`config.mk`:
```
export PLATFORM = sky130hd
export DESIGN_NAME = time_pulse_generator
export DESIGN_NICKNAME = d
export VERILOG_FILES = /design/src/rtl/agc_tpg_pkg.sv /design/src/rtl/time_pulse_generator.sv
export SDC_FILE = /design/constraint.sdc
export NUM_CORES = 1
export LEC_CHECK = 0
export CORE_UTILIZATION = 42
export DETAILED_ROUTE_END_ITERATION = 8
export PLACE_DENSITY_LB_ADDON = 0.1
export RECOVER_POWER = 25
export SYNTH_ARGS = -nofsm -noshare
export SYNTH_HDL_FRONTEND = slang
export SYNTH_SLANG_ARGS = --single-unit
export TNS_END_PERCENT = 100
```
`constraint.sdc`:
```
create_clock -name clock -period 6.6 [get_ports clock]
set_input_delay 0.99 -clock clock [delete_from_list [all_inputs] [get_ports clock]]
set_output_delay 0.99 -clock clock [all_outputs]
set_load 0.02 [all_outputs]
```
`src/rtl/agc_tpg_pkg.sv`:
```
// Shared definitions for the time-pulse generator: state encoding and the
// one-hot decode of a state onto the T1..T12 pulse lines.
package agc_tpg_pkg;

    localparam int TP_COUNT = 12;

    typedef enum logic [3:0] {
        TP_ZERO = 4'd0,
        TP1     = 4'd1,
        TP2     = 4'd2,
        TP3     = 4'd3,
        TP4     = 4'd4,
        TP5     = 4'd5,
        TP6     = 4'd6,
        TP7     = 4'd7,
        TP8     = 4'd8,
        TP9     = 4'd9,
        TP10    = 4'd10,
        TP11    = 4'd11,
        TP12    = 4'd12,
        TP_GF   = 4'd13,
        TP_STBY = 4'd14
    } tp_state_t;

    // Bit n-1 is set only in state TPn; every other encoding decodes to zero.
    function automatic logic [TP_COUNT-1:0] tp_decode(input tp_state_t s);
        logic [TP_COUNT-1:0] hot;
        hot = '0;
        for (int i = 0; i < TP_COUNT; i++) begin
            hot[i] = (4'(s) == 4'(i + 1));
        end
        return hot;
    endfunction

endpackage

```
`src/rtl/time_pulse_generator.sv`:
```
// Time-pulse sequencer: steps TP_GF, TP1..TP12 on each ct strobe, with halt,
// standby and monitor single-step control at memory-cycle boundaries.
//
// state   | meaning
// --------+---------------------------------------------------------------
// TP_ZERO | idle between memory cycles; stop/stby/single-step decided here
// TP_GF   | one-pulse lead-in before the first time pulse of a cycle
// TP1-12  | time pulses T1..T12 of a memory cycle
// TP_STBY | standby; held while stby remains asserted
module time_pulse_generator
    import agc_tpg_pkg::*;
#(
    parameter int MCW = 12
) (
    input  logic                clock,
    input  logic                rst,
    input  logic                ct,
    input  logic                stop,
    input  logic                stby,
    input  logic                mstp,
    input  logic                mstep,
    output logic [TP_COUNT-1:0] tp,
    output logic                tpzero,
    output logic                stbyst,
    output logic                mct,
    output logic [MCW-1:0]      mcount
);

    tp_state_t state;
    tp_state_t state_next;
    logic      step_pending;
    logic      step_granted;
    logic      leave_zero;
    logic      end_of_cycle;

    assign end_of_cycle = ct && (state == TP12);

    always_comb begin
        state_next   = state;
        leave_zero   = 1'b0;
        step_granted = step_pending | (mstep & mstp);
        if (ct) begin
            case (state)
                TP_ZERO: begin
                    if (stby) begin
                        state_next = TP_STBY;
                    end else if (!stop && (!mstp || step_granted)) begin
                        state_next = TP_GF;
                        leave_zero = 1'b1;
                    end
                end
                TP_GF: state_next = TP1;
                TP1, TP2, TP3, TP4, TP5, TP6, TP7, TP8, TP9, TP10, TP11:
                    state_next = tp_state_t'(state + 4'd1);
                TP12: state_next = (stop || stby || mstp) ? TP_ZERO : TP1;
                TP_STBY: begin
                    if (!stby) begin
                        state_next = TP_ZERO;
                    end
                end
                // Encoding 15 is unreachable; fall back to idle on the next strobe.
                default: state_next = TP_ZERO;
            endcase
        end
    end

    // Outputs are decoded from state_next so they line up with the state register.
    always_ff @(posedge clock) begin
        if (rst) begin
            state        <= TP_ZERO;
            tp           <= '0;
            tpzero       <= 1'b1;
            stbyst       <= 1'b0;
            mct          <= 1'b0;
            mcount       <= '0;
            step_pending <= 1'b0;
        end else begin
            state  <= state_next;
            tp     <= tp_decode(state_next);
            tpzero <= (state_next == TP_ZERO);
            stbyst <= (state_next == TP_STBY);
            mct    <= end_of_cycle;
            if (end_of_cycle) begin
                mcount <= mcount + MCW'(1);
            end
            if (leave_zero) begin
                step_pending <= 1'b0;
            end else if (mstep && mstp) begin
                step_pending <= 1'b1;
            end
        end
    end

endmodule

```
# After elaboration in Yosys (flattened, before gate mapping)
# Cells that the tools add are included.
word_totals:
  regBits: 32
  inputBits: 7
  output_inout_bits: 27
classes:
  n_reduce_logical: 12
  bitwise_logic: 2
  eq_ne: 27
  muxes: 10
  addsub: 2
op_table:
  columns: ["op", "count"]
  rows:
  - ["== test 4 bit, second input constant", 13]
  - ["== test 4 x 3 -> 1 bit, second input constant", 8]
  - ["case mux 4 bit (5 select lines)", 1]
  - ["== test 4 x 2 -> 1 bit, second input constant", 4]
  - ["two-way mux 4 bit", 4]
  - ["adder 12 x 1 -> 12 bit, second input constant", 1]
  - ["OR reduction 11 bit", 1]
  - ["== test 4 x 1 -> 1 bit, second input constant", 2]
  - ["zero test 4 bit", 2]
  - ["two-way mux 1 bit", 5]
  - ["adder 4 x 1 -> 4 bit, second input constant", 1]
  - ["logical AND 1 bit", 3]
  - ["logical OR 1 bit", 3]
  - ["zero test 1 bit", 2]
  - ["OR reduction 2 bit", 1]
  - ["bitwise AND 1 bit", 1]
  - ["bitwise OR 1 bit", 1]

# Logic depth before layout (Yosys ltp)
# Gate-level depths: netlist of run 1.
depth:
  ltp_word: 9
  depth_mapped: 8

# Worst setup path after synthesis of run 1
# No wires, ideal clock.
synth_path:
  kind: "in2reg"
  start: "input port stop"
  end: "register tp[0]"
  n_path_buf: 0
  t_arrival_ns: 2.205
  setup_time_ns: 0.061
  path_stages: 5
  slack_ns: 4.334
  path_cell_list: "or4b_1 a21oi_1 o31ai_1 a211oi_1 and3_1"
synth_via:
  elab_chain_cells: 7
  elab_cells_between_ends: 10
  cone_classes: "1 x eq/ne; 5 x mux; 4 x reduce/logical"
synth_lines:
  columns: ["item", "line_no", "source"]
  rows:
  - ["start: declaration", "time_pulse_generator.sv:18", "input logic stop,"]
  - ["zero test 1 bit", "time_pulse_generator.sv:47", "end else if (!stop && (!mstp || step_granted)) begin"]
  - ["logical AND 1 bit", "time_pulse_generator.sv:47", null]
  - ["two-way mux 4 bit", "time_pulse_generator.sv:47", null]
  - ["two-way mux 4 bit", "time_pulse_generator.sv:45", "if (stby) begin"]
  - ["case mux 4 bit (5 select lines) (*)", "time_pulse_generator.sv:43", "case (state)"]
  - ["two-way mux 4 bit (*)", "time_pulse_generator.sv:42", "if (ct) begin"]
  - ["== test 4 x 1 -> 1 bit (*)", "agc_tpg_pkg.sv:30", "hot[i] = (4'(s) == 4'(i + 1));"]
  - ["end signal: assignment", "time_pulse_generator.sv:79", "tp <= tp_decode(state_next);"]
  - ["end: declaration", "time_pulse_generator.sv:22", "output logic [TP_COUNT-1:0] tp,"]
# Every way passes the cells marked *; elsewhere a longest branch is shown, timed or not.
# A chain may end at the register's enable or synchronous reset.

# Worst setup path in the final report of run 1
layout_path:
  start: "input port mstp"
  end: "register tpzero"
layout_via:
  elab_chain_cells: 9
  elab_cells_between_ends: 12
  cone_classes: "5 x mux; 2 x bitwise; 5 x reduce/logical"
layout_lines:
  columns: ["item", "line_no", "source"]
  rows:
  - ["start: declaration", "time_pulse_generator.sv:20", "input logic mstp,"]
  - ["bitwise AND 1 bit", "time_pulse_generator.sv:41", "step_granted = step_pending | (mstep & mstp);"]
  - ["bitwise OR 1 bit", "time_pulse_generator.sv:41", null]
  - ["logical OR 1 bit", "time_pulse_generator.sv:47", null]
  - ["logical AND 1 bit", "time_pulse_generator.sv:47", null]
  - ["two-way mux 4 bit", "time_pulse_generator.sv:47", null]
  - ["two-way mux 4 bit", "time_pulse_generator.sv:45", null]
  - ["case mux 4 bit (5 select lines) (*)", "time_pulse_generator.sv:43", null]
  - ["two-way mux 4 bit (*)", "time_pulse_generator.sv:42", null]
  - ["zero test 4 bit (*)", "time_pulse_generator.sv:80", "tpzero <= (state_next == TP_ZERO);"]
  - ["end signal: assignment", "time_pulse_generator.sv:80", null]
  - ["end: declaration", "time_pulse_generator.sv:23", "output logic tpzero,"]
# Marks and branches as above.

==> results.yml, run 1 <==
power_and_ir_drop:
  power.density_mw_per_mm2: 378
  p_leak_nw: 0.686
  total_power_mw: 0.701
  vdd_drop_max_uv: 237
final_layout:
  final_cell_mix: "dfxtp_1, clkdlybuf4s50_1, a21oi_1, nor2_1"
  nets: 207
  layout-drive-gt1-share: 0.0564
  syn2layout_area_growth_pct: 28.6
  fin_cells: 239
  multi_input_area_um2: 738
  final-seq-area_um2: 641
  final_common_cell: "dfxtp_1"
  final_core_util: 0.588
  fillers: 302
  insertedDiodeCount: 0
  stdcell_area_mm2: 0.00186
routing:
  vias: 1317
  met3WireLength_um: 144
  drt_iter0_drc: 70
  viasPerCell: 5.51
  wl_met1_mm: 1.41
  top_layer: "met4"
  antenna_left: 0
  drc_errors: 0
  drt-total-wl_mm: 3.14
  drt-wirelength-per-cell_um: 13.1
  first_pass_iters: 4
  met2_length_mm: 1.51
floorplanning:
  die_x_um: 60.6
  die_h_um: 60.6
  rows: 20
  initial_core_util: 0.458
  die_area_mm2: 0.00367
  core_mm2: 0.00315
  io_pins: 34
synthesis:
  netlist_instances: 162
  synth_nets: 174
  synth_top_family_by_area: "simple AND/OR/NAND/NOR gates"
  seq_area_frac_synth: 0.444
  synth_mux_area_frac: 0
  ys_types: 42
  ys_ff_latch: 32
  synth_compound_area_frac: 0.173
  synth_area_per_cell_um2: 8.91
  synth_flop_cell: "dfxtp_1"
  yosys_warnings: 0
  synth_enable_flop_cells: 0
  syn_area_mm2: 0.00144
  async_reset_ff_frac: 0
  synthSimpleGateAreaFrac: 0.265
  synthAdderAreaFrac: 0.0434
  synth-xor-area-share: 0.0304
run_status:
  status: "completed"
worst_setup_path:
  required_ns: 6.84
  critPathTopFamily: "compound AO/OA/AOI/OAI gates"
  critical_path.max_fanout: 5
  critPathCaptureType: "flop"
  critPathLaunchType: "primary input"
  path_class: "primary input to flop"
  path_cells: "dlygate4sd3_1 -> nor3b_1 -> nor4_2 -> o31ai_1 -> nand2_1 -> o41ai_2"
  critPathBufInv: 1
  slowest_delay_ns: 0.55
  crit_arrival_ns: 3.06
  cp_slowest_cell: "dlygate4sd3_1"
sta:
  setup_ws_ns: 3.78
  setup_viol: 0
  finalSetupTns_ns: 0
  tightest_slew_ns: 0.707
  timing.fmax_mhz: 355
  finalClockSkew_ns: 0.0104
  timing_hold_violations_final: 0
  period_share: 0.427
  drv_slew: 0
  slew_headroom: 0.527
  fin_crit_ns: 2.82
  hold_ws_ns: 0.497
  grt_setup_unrepaired: "false"
grt:
  grt_max_degree: 20
  grt_pass1_wl_mm: 5.24
  grt_overflow: 0
  grt_pass1_vias: 1185
  grt_util_all_layers: 0.197
  antenna_found_initial: 0
clocking:
  cts_resized: 0
  numCtsBuffers: 5
  hold_buffers: 0
  cts_tree: "built"
  clock_sinks: 32
  postCtsSetupRepairBufs: 0
  htree_levels: 2
  cts_root_buf: "clkbuf_4"
  clockBufferDepth: 2
  path_clk_slew_ns: 0.10
  clk_latency_ns: 0.33
placed_design:
  place_area_mm2: 0.00179
  gp_congestion: 0.872
  io_buffers: 33
  place_inst: 232
  pre_cts_slack_ns: 3.54
  dp_hpwl_mm: 2.28
job:
  maxCapViolCount: 0
min_path:
  min_path_type: "flop to flop"
[power breakdown]
group          switching, mW  internal [mW]  total (mW)
clock network         0.0647         0.0604       0.125
registers             0.0342          0.224       0.258
logic                  0.194          0.124       0.317
total                  0.292          0.408       0.701
[state kept, by name, indices dropped and copies added (netlist names)]
name and cells:
state 4, mct 1, mcount 12, stbyst 1, tp 12, tpzero 1
step_pending 1
[tightest hold or removal path: stages (launching register included)]
cell,delay (ns)
dfxtp_1,0.34
nand2_1,0.06
a21oi_1,0.05
[worst paths after layout]
path / from / endpoint / slack, ns / depth (start not counted)
worst max register to register: state[0] / tp[8] / 4.16 / 6
worst min register to register: mcount[1] / mcount[1] / 0.50 / 2
worst min-delay path: mcount[1] / mcount[1] / 0.50 / 2
worst max-delay path: mstp / tpzero / 3.78 / 6
[layout make-up]
class	instances	share of cell area
multi-input cells	116	0.398
inverters	7	0.0142
repair buffers	33	0.178
clock buffers	7	0.0351
well taps	44	0.0297
flip-flops and latches	32	0.345
[metal layers]
| metal | vias up | GRT usage |
|---|---|---|
| met2 | 32 | 0.334 |
| met1 | 620 | 0.225 |
| met4 | 0 | 0.0812 |
| met5 | - | 0 |
| li1 | 658 | - |
| met3 | 7 | 0.0704 |
[kinds of logic (layout without fill, tap and decap cells)]
logic type	Yosys count	count (layout)
DFF	32	32
and+or+nand+nor	68	68
AOI/OAI and AO/OA	38	38
xor gates and xnor gates	5	5
adders and majority gates	5	5
buffers and inverters	14	47
[synth_stat cells, types with 3 or more instances]
cell type	instances	area share
or3_1	6	0.026
dfxtp_1	32	0.44
ha_1	5	0.043
nor2_1	13	0.034
nor3_1	5	0.017
xnor2_1	3	0.018
a21oi_1	13	0.045
clkbuf_1	3	0.0078
nand3_1	4	0.014
inv_1	7	0.018
buf_2	3	0.010
nor4_1	6	0.026
and3_1	5	0.022
nand4_1	5	0.022
o21ai_0	9	0.031
nand2_1	11	0.029
Power figures use the tool's default switching activity.
==> run 2, diff against run 1 <==
==> constraint.sdc (replaced) <==
create_clock -name clock -period 2.6 [get_ports clock]
set_input_delay 0.39 -clock clock [delete_from_list [all_inputs] [get_ports clock]]
set_output_delay 0.39 -clock clock [all_outputs]
set_load 0.02 [all_outputs]
==> run 2 against run 1 <==
Against the previous run: clock skew is 0.0023 ns higher; routed wire length is 0.38% lower; first-iteration DRC count is 26% higher; clock power grew to 3.4 times the previous value; sequential cell count stayed put; global-route usage hardly changed; die area stayed put; sequential share of layout area is 1.1 points lower; critical path type is now flop to flop; critical endpoint unchanged; largest power group unchanged.
==> results.yml, run 2 (same netlist as run 1, synthesis figures left out) <==
clocking:
  cts_tree: "built"
  clk_latency_ns: 0.33
  cts_root_buf: "clkbuf_4"
  postCtsSetupRepairBufs: 0
  hold_buffers: 0
  clock_sinks: 32
  path_clk_slew_ns: 0.10
  numCtsBuffers: 5
  cts_resized: 0
  htree_levels: 2
  clockBufferDepth: 2
run_status:
  status: "completed"
sta:
  tightest_slew_ns: 0.580
  finalClockSkew_ns: 0.0127
  hold_ws_ns: 0.510
  grt_setup_unrepaired: "false"
  setup_ws_ns: 0.390
  fin_crit_ns: 2.21
  finalSetupTns_ns: 0
  setup_viol: 0
  timing_hold_violations_final: 0
  period_share: 0.850
  slew_headroom: 0.614
  timing.fmax_mhz: 453
  drv_slew: 0
power_and_ir_drop:
  vdd_drop_max_uv: 891
  power.density_mw_per_mm2: 1000
  p_int_mw: 1.16
  power_switching_mw: 0.754
  combPwrFrac: 0.444
  p_clk_frac: 0.220
  total_power_mw: 1.92
  swShare: 0.393
  p_leak_nw: 0.726
  power_frac_seq: 0.335
floorplanning:
  die_h_um: 60.6
  rows: 20
  die_area_mm2: 0.00367
  core_mm2: 0.00315
  initial_core_util: 0.458
  io_pins: 34
  die_x_um: 60.6
final_layout:
  final_cell_mix: "dfxtp_1, clkdlybuf4s50_1, a21oi_1, nor2_1, nand2_1"
  final_core_util: 0.608
  multi_input_area_um2: 738
  insertedDiodeCount: 0
  final-seq-area_um2: 641
  fillers: 281
  syn2layout_area_growth_pct: 32.8
  nets: 211
  largestRegisters: "mcount x12, tp x12, state x4"
  layout-drive-gt1-share: 0.0800
  final_common_cell: "dfxtp_1"
worst_setup_path:
  critical_path.max_fanout: 8
  path_cells: "inv_1 -> ha_1 -> or3_4 -> o221ai_2 -> nor2_1 -> or2_1 -> o41ai_2"
  cp_slowest_cell: "or3_4"
  required_ns: 2.84
  path_class: "flop to flop"
  critPathBufInv: 1
  slowest_delay_ns: 0.42
  critPathCaptureType: "flop"
  critPathLaunchType: "flop"
  crit_arrival_ns: 2.45
  r2r_setup_slack_ns: 0.39
  critPathTopFamily: "simple AND/OR/NAND/NOR gates"
placed_design:
  gp_congestion: 0.868
  pre_cts_slack_ns: 0.144
  io_buffers: 33
  dp_hpwl_mm: 2.29
routing:
  drt-wirelength-per-cell_um: 12.8
  drt_iter0_drc: 88
  vias: 1316
  viasPerCell: 5.39
  drt-total-wl_mm: 3.13
  drc_errors: 0
  first_pass_iters: 4
  antenna_left: 0
grt:
  grt_pass1_vias: 1213
  grt_overflow: 0
  grt_max_degree: 17
  antenna_found_initial: 0
  grt_util_all_layers: 0.197
  grt_pass1_wl_mm: 5.29
min_path:
  min_path_type: "flop to flop"
job:
  maxCapViolCount: 0
[run 2: cell count changes in the layout (fill, tap and decap cells not counted), sizes merged]
cell	delta
buf	+4
bufinv	+1
dlygate4sd3	-2
clkdlybuf4s50	+2
[run 2: area by class of cell]
class | instances | share of cell area
flip-flops and latches | 32 | 0.334
repair buffers | 37 | 0.188
clock buffers | 7 | 0.0340
inverters | 7 | 0.0137
well taps | 44 | 0.0287
clock inverters | 1 | 0.0157
multi-input cells | 116 | 0.385
[run 2: metrics by stage]
step	instance area [um2]	cells
detailed placement	1820	236
floorplan	1440	162
global route	1920	244
global placement	1820	236
CTS	1920	244
finish	1920	244
[run 2: worst min-delay path, cell delays in order (launching register included)]
cell and delay [ns]:
dfxtp_1 0.35, nand2_1 0.07, a21oi_1 0.05
[run 2: path summary, 6_finish.rpt]
check,startpoint,to,cells past startpoint
min reg2reg,mcount[1],mcount[1],2
max reg2reg,state[1],tpzero,7
min,mcount[1],mcount[1],2
max,state[1],tpzero,7
[run 2: metal layers]
layer	part of all wire	wire, um	up-vias	GRT usage
li1	-	-	666	-
met3	0.050	157	7	0.0682
met1	0.45	1420	605	0.222
met4	0.019	59	0	0.0877
met2	0.48	1490	38	0.334
met5	0	0	-	0
[run 2: power groups by stage]
stage / Combinational [mW] / Sequential, mW / Clock [mW]
6_report: 0.853 / 0.643 / 0.422
5_1_grt: 0.939 / 0.655 / 0.449
4_1_cts: 0.865 / 0.642 / 0.427
3_5_place_dp: 0.857 / 0.650 / 0
3_3_place_gp: 0.846 / 0.653 / 0
2_1_floorplan: 0.589 / 0.683 / 0
